===== config.mk =====
export PLATFORM = sky130hd
export DESIGN_NAME = doorway_direction_detector
export DESIGN_NICKNAME = d
export VERILOG_FILES = /design/src/rtl/occupancy_pkg.sv /design/src/rtl/beam_debouncer.sv /design/src/rtl/doorway_direction_detector.sv
export SDC_FILE = /design/constraint.sdc
export NUM_CORES = 1
export LEC_CHECK = 0
export BUFFER_PORTS_ARGS = -buffer_cell sky130_fd_sc_hd__buf_2
export CAP_MARGIN = 20
export CORE_MARGIN = 2
export CORE_UTILIZATION = 25
export DETAILED_ROUTE_END_ITERATION = 12
export HOLD_SLACK_MARGIN = 0.02
export PLACE_DENSITY = 0.5
export RECOVER_POWER = 25
export SLEW_MARGIN = 15
export SYNTH_ARGS = -nofsm -noshare
export SYNTH_HDL_FRONTEND = slang
export SYNTH_HIERARCHICAL = 1
export SYNTH_SLANG_ARGS = --single-unit
export TNS_END_PERCENT = 30

===== constraint.sdc =====
create_clock -name clk -period 3.24 [get_ports clk]
set_clock_uncertainty 0.1 [all_clocks]
set_input_delay 0.324 -clock clk [delete_from_list [all_inputs] [get_ports clk]]
set_output_delay 0.324 -clock clk [all_outputs]
set_load 0.05 [all_outputs]

===== src/rtl/occupancy_pkg.sv =====
// occupancy_pkg
//   Shared types and constants for the doorway front end of the occupancy tracker.
//   door_state_e : direction FSM states
//   BEAM_CLEAR / BEAM_BROKEN : beam levels (1 = beam interrupted)
//   is_passage() : true for the states that belong to a passage in progress
package occupancy_pkg;

  typedef enum logic [2:0] {
    IDLE,
    IN_O,
    IN_OI,
    IN_I,
    OUT_I,
    OUT_IO,
    OUT_O,
    WAIT_CLR
  } door_state_e;

  localparam logic BEAM_CLEAR  = 1'b0;
  localparam logic BEAM_BROKEN = 1'b1;

  // Passage states are the only ones subject to the timeout.
  function automatic logic is_passage(input door_state_e s);
    return (s != IDLE) && (s != WAIT_CLR);
  endfunction

endpackage


===== src/rtl/beam_debouncer.sv =====
// beam_debouncer
//   Brings one raw beam-break signal into the clk domain through a 2-FF
//   synchroniser, then accepts a new level only after the synchronised value
//   has differed from the accepted level for DEBOUNCE_CYCLES consecutive cycles.
//   Raw change -> beam_level change latency is 2 + DEBOUNCE_CYCLES cycles.
// Ports
//   clk        in  system clock
//   rst_n      in  asynchronous reset, active-low (level returns to clear)
//   beam_raw   in  raw beam, 1 = broken, asynchronous to clk
//   beam_level out debounced beam level
module beam_debouncer
  import occupancy_pkg::*;
#(
  parameter int DEBOUNCE_CYCLES = 4
) (
  input  logic clk,
  input  logic rst_n,
  input  logic beam_raw,
  output logic beam_level
);

  localparam int CNT_W = $clog2(DEBOUNCE_CYCLES + 1);
  localparam logic [CNT_W-1:0] CNT_LAST = CNT_W'(DEBOUNCE_CYCLES - 1);
  localparam logic [CNT_W-1:0] CNT_ONE  = CNT_W'(1);

  logic             sync1_reg;
  logic             sync2_reg;
  logic             level_reg;
  logic [CNT_W-1:0] cnt_reg;

  always_ff @(posedge clk or negedge rst_n) begin
    if (!rst_n) begin
      sync1_reg <= BEAM_CLEAR;
      sync2_reg <= BEAM_CLEAR;
      level_reg <= BEAM_CLEAR;
      cnt_reg   <= '0;
    end else begin
      sync1_reg <= beam_raw;
      sync2_reg <= sync1_reg;
      if (sync2_reg != level_reg) begin
        // The sample that reaches CNT_LAST is the DEBOUNCE_CYCLES-th
        // consecutive differing one, so the level is taken here.
        if (cnt_reg == CNT_LAST) begin
          level_reg <= sync2_reg;
          cnt_reg   <= '0;
        end else begin
          cnt_reg <= cnt_reg + CNT_ONE;
        end
      end else begin
        // Any reversion to the accepted level restarts the qualification.
        cnt_reg <= '0;
      end
    end
  end

  assign beam_level = level_reg;

endmodule


===== src/rtl/doorway_direction_detector.sv =====
// doorway_direction_detector
//   Turns the outer/inner beam-break sensors of a doorway into single-cycle
//   entry/exit pulses for the occupancy tracker. Each beam is synchronised and
//   debounced, then a direction FSM follows the ordered break/clear sequence.
//   A passage that lingers too long, or both beams breaking at once from idle,
//   raises seq_fault and waits for the doorway to clear without counting.
// Ports
//   clk          in  system clock
//   rst_n        in  asynchronous reset, active-low
//   beam_outer   in  raw outer beam, 1 = broken
//   beam_inner   in  raw inner beam, 1 = broken
//   entry_sensor out 1-cycle pulse: completed outer->inner passage
//   exit_sensor  out 1-cycle pulse: completed inner->outer passage
//   seq_fault    out 1-cycle pulse: timeout or ambiguous sequence
module doorway_direction_detector
  import occupancy_pkg::*;
#(
  parameter int DEBOUNCE_CYCLES = 4,
  parameter int TIMEOUT_CYCLES  = 1000
) (
  input  logic clk,
  input  logic rst_n,
  input  logic beam_outer,
  input  logic beam_inner,
  output logic entry_sensor,
  output logic exit_sensor,
  output logic seq_fault
);

  localparam int BEAM_OUTER_IDX = 0;
  localparam int BEAM_INNER_IDX = 1;
  localparam int TMR_W = $clog2(TIMEOUT_CYCLES);
  localparam logic [TMR_W-1:0] TMR_LAST = TMR_W'(TIMEOUT_CYCLES - 1);
  localparam logic [TMR_W-1:0] TMR_ONE  = TMR_W'(1);

  logic [1:0] raw_vec;
  logic [1:0] level_vec;
  logic [1:0] beams_oi;  // {outer, inner} debounced

  assign raw_vec = {beam_inner, beam_outer};

  for (genvar gi = 0; gi < 2; gi++) begin : g_beam
    beam_debouncer #(
      .DEBOUNCE_CYCLES(DEBOUNCE_CYCLES)
    ) u_debouncer (
      .clk       (clk),
      .rst_n     (rst_n),
      .beam_raw  (raw_vec[gi]),
      .beam_level(level_vec[gi])
    );
  end

  assign beams_oi = {level_vec[BEAM_OUTER_IDX], level_vec[BEAM_INNER_IDX]};

  door_state_e      state_reg, state_next;
  logic [TMR_W-1:0] timer_reg, timer_next;
  logic             entry_reg, entry_next;
  logic             exit_reg, exit_next;
  logic             fault_reg, fault_next;

  always_ff @(posedge clk or negedge rst_n) begin
    if (!rst_n) begin
      state_reg <= IDLE;
      timer_reg <= '0;
      entry_reg <= 1'b0;
      exit_reg  <= 1'b0;
      fault_reg <= 1'b0;
    end else begin
      state_reg <= state_next;
      timer_reg <= timer_next;
      entry_reg <= entry_next;
      exit_reg  <= exit_next;
      fault_reg <= fault_next;
    end
  end

  always_comb begin
    state_next = state_reg;
    timer_next = timer_reg;
    entry_next = 1'b0;
    exit_next  = 1'b0;
    fault_next = 1'b0;

    unique case (state_reg)
      IDLE: begin
        case (beams_oi)
          2'b10: state_next = IN_O;
          2'b01: state_next = OUT_I;
          2'b11: begin
            // Both beams at once gives no direction information.
            state_next = WAIT_CLR;
            fault_next = 1'b1;
          end
          default: ;
        endcase
      end
      IN_O: begin
        case (beams_oi)
          2'b11:   state_next = IN_OI;
          2'b00:   state_next = IDLE;  // backed out
          2'b01:   state_next = IN_I;
          default: ;
        endcase
      end
      IN_OI: begin
        case (beams_oi)
          2'b01:   state_next = IN_I;
          2'b10:   state_next = IN_O;
          2'b00:   state_next = IDLE;
          default: ;
        endcase
      end
      IN_I: begin
        case (beams_oi)
          2'b00: begin
            state_next = IDLE;
            entry_next = 1'b1;
          end
          2'b11:   state_next = IN_OI;
          2'b10:   state_next = IN_O;
          default: ;
        endcase
      end
      OUT_I: begin
        case (beams_oi)
          2'b11:   state_next = OUT_IO;
          2'b00:   state_next = IDLE;
          2'b10:   state_next = OUT_O;
          default: ;
        endcase
      end
      OUT_IO: begin
        case (beams_oi)
          2'b10:   state_next = OUT_O;
          2'b01:   state_next = OUT_I;
          2'b00:   state_next = IDLE;
          default: ;
        endcase
      end
      OUT_O: begin
        case (beams_oi)
          2'b00: begin
            state_next = IDLE;
            exit_next  = 1'b1;
          end
          2'b11:   state_next = OUT_IO;
          2'b01:   state_next = OUT_I;
          default: ;
        endcase
      end
      WAIT_CLR: begin
        if (beams_oi == 2'b00) begin
          state_next = IDLE;
        end
      end
      default: state_next = IDLE;
    endcase

    // A genuine transition in the same cycle wins over the timeout; the timer
    // restarts on it anyway.
    if (is_passage(state_reg) && (state_next == state_reg) && (timer_reg == TMR_LAST)) begin
      state_next = WAIT_CLR;
      fault_next = 1'b1;
    end

    if ((state_next != state_reg) || !is_passage(state_reg)) begin
      timer_next = '0;
    end else begin
      timer_next = timer_reg + TMR_ONE;
    end
  end

  assign entry_sensor = entry_reg;
  assign exit_sensor  = exit_reg;
  assign seq_fault    = fault_reg;

endmodule

== Yosys cells after proc, flatten, opt, wreduce, memory -nomap -nowiden ==
Cells that the tools add are included.
Storage, ports and cells
  register bits after elaboration: 28
  input bits: 4
  output and inout bits: 3
  word-level logic and storage cells: 65
Operators by class
  add/subtract/negate cells: 3
  equality and inequality tests: 18
  muxes and demuxes: 21
  reduce and logical (&&, ||, !) cells: 10
Operator list (count)
  $pmux 3 s3: 7
  $pmux 3 s8: 1
  $mux 3: 6
  $eq 3x2->1 const B: 4
  $eq 3x3->1 const B: 4
  $add 10x1->10 const B: 1
  $eq 10x10->1 const B: 1
  $mux 10: 1
  $add 3x1->3 const B: 2
  $mux 1: 6
  $eq 2x2->1 const B: 2
  $reduce_and 2->1: 2
  $eq 3x1->1 const B: 1
  $eq 3x3->1: 1
  $logic_and 1x1->1: 3
  $logic_not 3->1: 1
  $ne 3x3->1: 1
  $ne 3x3->1 const B: 1
  $reduce_bool 3->1: 1
  $eq 2x1->1 const B: 1
  $logic_not 2->1: 1
  $ne 1x1->1: 2
  $logic_not 1->1: 1
  $logic_or 1x1->1: 1

== Depth between registers and ports, before layout ==
  word-level depth: 10
  depth in mapped cells: 8
  depth with buffers taken out: 8

== Modules after synthesis ==
The synthesis kept the hierarchy.
By module, submodules not included
  doorway_direction_detector: instances 1, cells each 145, area an instance 1280.0 sq um, seq. area each 400.4 sq um
  beam_debouncer: instances 2, cells each 13, area an instance 216.5 sq um, seq. area each 150.1 sq um

== Least setup slack after synthesis ==
OpenSTA, ideal clock, no wires.
  path type: reg2reg
  from: register g_beam[0].u_debouncer.level_reg
  to: register timer_reg[2]
  setup time: 0.138 ns
  arrival: 2.180 ns
  required time: 3.002 ns
  path slack: 0.822 ns
  stages on the path, launching flop included: 9
  buffers on the path: 0
  period minus slack after synthesis: 2.418 ns
  path through: dfrtp_1 -> inv_1 -> ha_1 -> or3b_1 -> o2bb2ai_1 -> a211oi_4 -> nand2_2 -> a221oi_4 -> nor3_1
Between the ends
  word-level cells in the longest chain between the ends: 10
  elaborated cells on any way between the ends: 20
  those cells by class: 5 x eq/ne; 11 x mux; 4 x reduce/logical
RTL lines
  start, declared: RTL line beam_debouncer.sv:28  | logic level_reg;
  start signal, assigned: RTL line beam_debouncer.sv:44  | level_reg <= sync2_reg;
  $eq 2x1->1, or another cell as far along
  $pmux 3 s3, or another cell as far along: RTL line doorway_direction_detector.sv:141  | case (beams_oi)
  $pmux 3 s8 *: RTL line doorway_direction_detector.sv:84  | unique case (state_reg)
  $eq 3x3->1: RTL line doorway_direction_detector.sv:161  | if (is_passage(state_reg) && (state_next == state_reg) && (timer_reg == TMR_LAST)) begin
  $logic_and 1x1->1 (2 in a row): RTL line doorway_direction_detector.sv:161
  $mux 3 *: RTL line doorway_direction_detector.sv:161
  $ne 3x3->1 *: RTL line doorway_direction_detector.sv:166  | if ((state_next != state_reg) || !is_passage(state_reg)) begin
  $logic_or 1x1->1 *: RTL line doorway_direction_detector.sv:166
  $mux 10 *: RTL line doorway_direction_detector.sv:166
  named net timer_next[2]: RTL line doorway_direction_detector.sv:56  | logic [TMR_W-1:0] timer_reg, timer_next;
  end signal, assigned: RTL line doorway_direction_detector.sv:70  | timer_reg <= timer_next;
  end, declared: RTL line doorway_direction_detector.sv:56
The timed path passes the listed nets; every way through them passes the cells marked *.
A chain may end at the register's enable or synchronous reset.

== Final worst setup path ==
  from: register g_beam[0].u_debouncer.level_reg
  to: register timer_reg[3]
The elaborated chain is that of the path after synthesis.

==> reports/results.txt <==
status - complete, no violations
pwr/cell area - 894.0 nW/um^2
first-pass GRT wire length - 5982 um
most frequent cells in the layout - dfrtp_1 (28), nand2_1 (14), nor3_1 (12)
finished layout cell area - 1887 um^2
Clock Tree Root - clkbuf_8
post-detail-place hpwl - 2391 um
layout cells sized above 1 - 0.1073
hold crit path type - input pin to register
CTS tree - built
Mapped Nets - 185
peak supply drop - 0.2689 mV
Starting Density - 0.2549
clock tree buffer depth - 2
mapped cell area - 1713 um^2
Post-Route WL - 3304 um
synth-to-layout area growth - 10.15%
max reg flops - 10
pin count of the biggest net entering global routing - 29
CP required - 3.28 ns
CP Capture Type - register
Netlist cell types - 52
routed length per instance - 12.86 um
CP max FO - 10
Std-Cell Rows - 30
DIE HEIGHT - 86.78 um
post-layout util - 0.2808
Static Leak - 0.0008047 uW
routability congestion estimate from global placement - 0.8269
min cycle time layout - 2.778 ns
endpoints failing setup - 0
worst-skew pair later-pin latency - 0.27 ns
Vias - 1,267
placed cell area - 1822 um^2
post-cts sizing count - 0
ANT nets after route - 0
yosys warns - 6
CP Class - register to register
critical path launch point type - register
sequential share of the synthesized area - 0.4091
Top FF cell, synth - dfrtp_1
synthesis-stage register bit count - 28
Area contributors post-synth - dfrtp_1 (41%), ha_1 (7.3%), xnor2_1 (4.1%)
Max Cap Violations - 0
Vias/cell - 4.930
first-pass detailed-route iteration total - 4
area of the core - 6719 um^2
actual slew at the worst max-slew pin - 1.470 ns
vias in the first global route - 1,218
RSZ-0062 raised after global routing - no
grt ovf - 0
H-tree depth - 1
Slew HR - 0.01975
post-synthesis async set-or-reset flop share - 1.000
Final #Nets - 192
Register-to-Register Setup Slack - 0.46 ns
# DRC - 0
IO buf count - 6
die area - 7530 um^2
critical path arrival - 2.82 ns
TritonCTS buffer count - 3
setup TNS - 0 ns
most common cell after layout, fill and taps aside - dfrtp_1
area share of the largest cell type after synthesis - 0.4091
Clock transition at path regs - 0.10 ns
Slew Viols, Final - 0
I/O pin total - 7
diode count - 0
Synth area leader - dfrtp_1
initial antenna violation count - 0
Fin. Hold Viols - 0
fmax - 0.3599 GHz
Fillers - 717
mean area per synthesized cell - 10.02 um^2
GR Util All Layers - 0.09817
synthesized instance count - 171
DR iter-0 viols - 131
Post-synth EDFFs - 0
Clock Sink Count - 28
Tcrit/Tclk final - 0.8575
die width - 86.78 um
[report_power, final]
group / switching, uW / internal [uW]
clock: 109 / 165
combinational: 553 / 345
sequential: 98.4 / 415
total: 761 / 926
[per-stage QoR]
step	worst slack, ns	power (uW)	std cells	hold slack [ns]
floorplan	0.8216	1230	171	-0.07159
global route	0.1915	1849	257	0.02692
global placement	0.4986	1435	252	0.2325
finish	0.4616	1687	257	0.04673
CTS	0.4465	1706	257	0.03960
detailed placement	0.4894	1425	252	0.2362
[path summary, 6_finish.rpt]
path,start,to,cells past startpoint
max,g_beam[0].u_debouncer/beam_level,timer_reg[3],8
min in group asynchronous,rst_n,exit_sensor,2
min reg2reg,g_beam[0].u_debouncer/sync1_reg,g_beam[0].u_debouncer/sync2_reg,0
max in group asynchronous,rst_n,state_reg[1],2
min,beam_outer,g_beam[0].u_debouncer/sync1_reg,1
max reg2reg,g_beam[0].u_debouncer/beam_level,timer_reg[3],8
[layout make-up]
type | instances | area, um^2 | share of cell area
Multi-Input combinational cell | 131 | 945.9 | 0.5013
Sequential cell | 28 | 700.7 | 0.3714
Tap cell | 80 | 100.1 | 0.05305
Timing Repair Buffer | 8 | 46.29 | 0.02454
Clock buffer | 3 | 41.29 | 0.02188
Clock inverter | 1 | 30.03 | 0.01592
Inverter | 6 | 22.52 | 0.01194
[critical path, stage by stage, from the launching register on]
cell	delay, ns
dfrtp_1	0.48
inv_1	0.12
ha_1	0.27
or3b_1	0.43
o2bb2ai_1	0.18
a211oi_4	0.32
nand2_2	0.12
a221oi_4	0.51
nor3_1	0.11
[cells in the mapped netlist (all sizes together) (2+ instances only)]
cell type,number
xor2,2
nor3b,5
ha,10
buf,5
nand4b,2
o211ai,2
nor3,12
o311ai,4
nand3b,2
xnor2,8
o21ai,7
mux2,2
nand2,15
a21oi,5
nand2b,5
and3,8
inv,6
nor2b,5
nor2,9
dfrtp,28
nand3,3
[cell families after synthesis]
logic type,Yosys count,synth area share
AO/OA/AOI/OAI,34,0.1695
AND/OR/NAND/NOR,74,0.2484
multiplexers,3,0.01899
flip-flops,28,0.4091
adder cells (fa/ha/maj),10,0.07305
buffers and inverters,12,0.02994
XOR/XNOR,10,0.05114
[timing repair]
| item | 4_1_cts | 5_1_grt |
|---|---|---|
| hold endpoints to repair | 28 | 0 |
| buffers inserted | 0 | 0 |
| hold buffers | 1 | 0 |
| endpoints found under the setup margin | 0 | 0 |
[metal layers]
layer,share of wire,track usage
met1,0.49,0.1398
met4,0.0030,0.01278
met3,0.035,0.02952
met5,0,0
met2,0.47,0.1510
(Power assumes the default switching activity.)
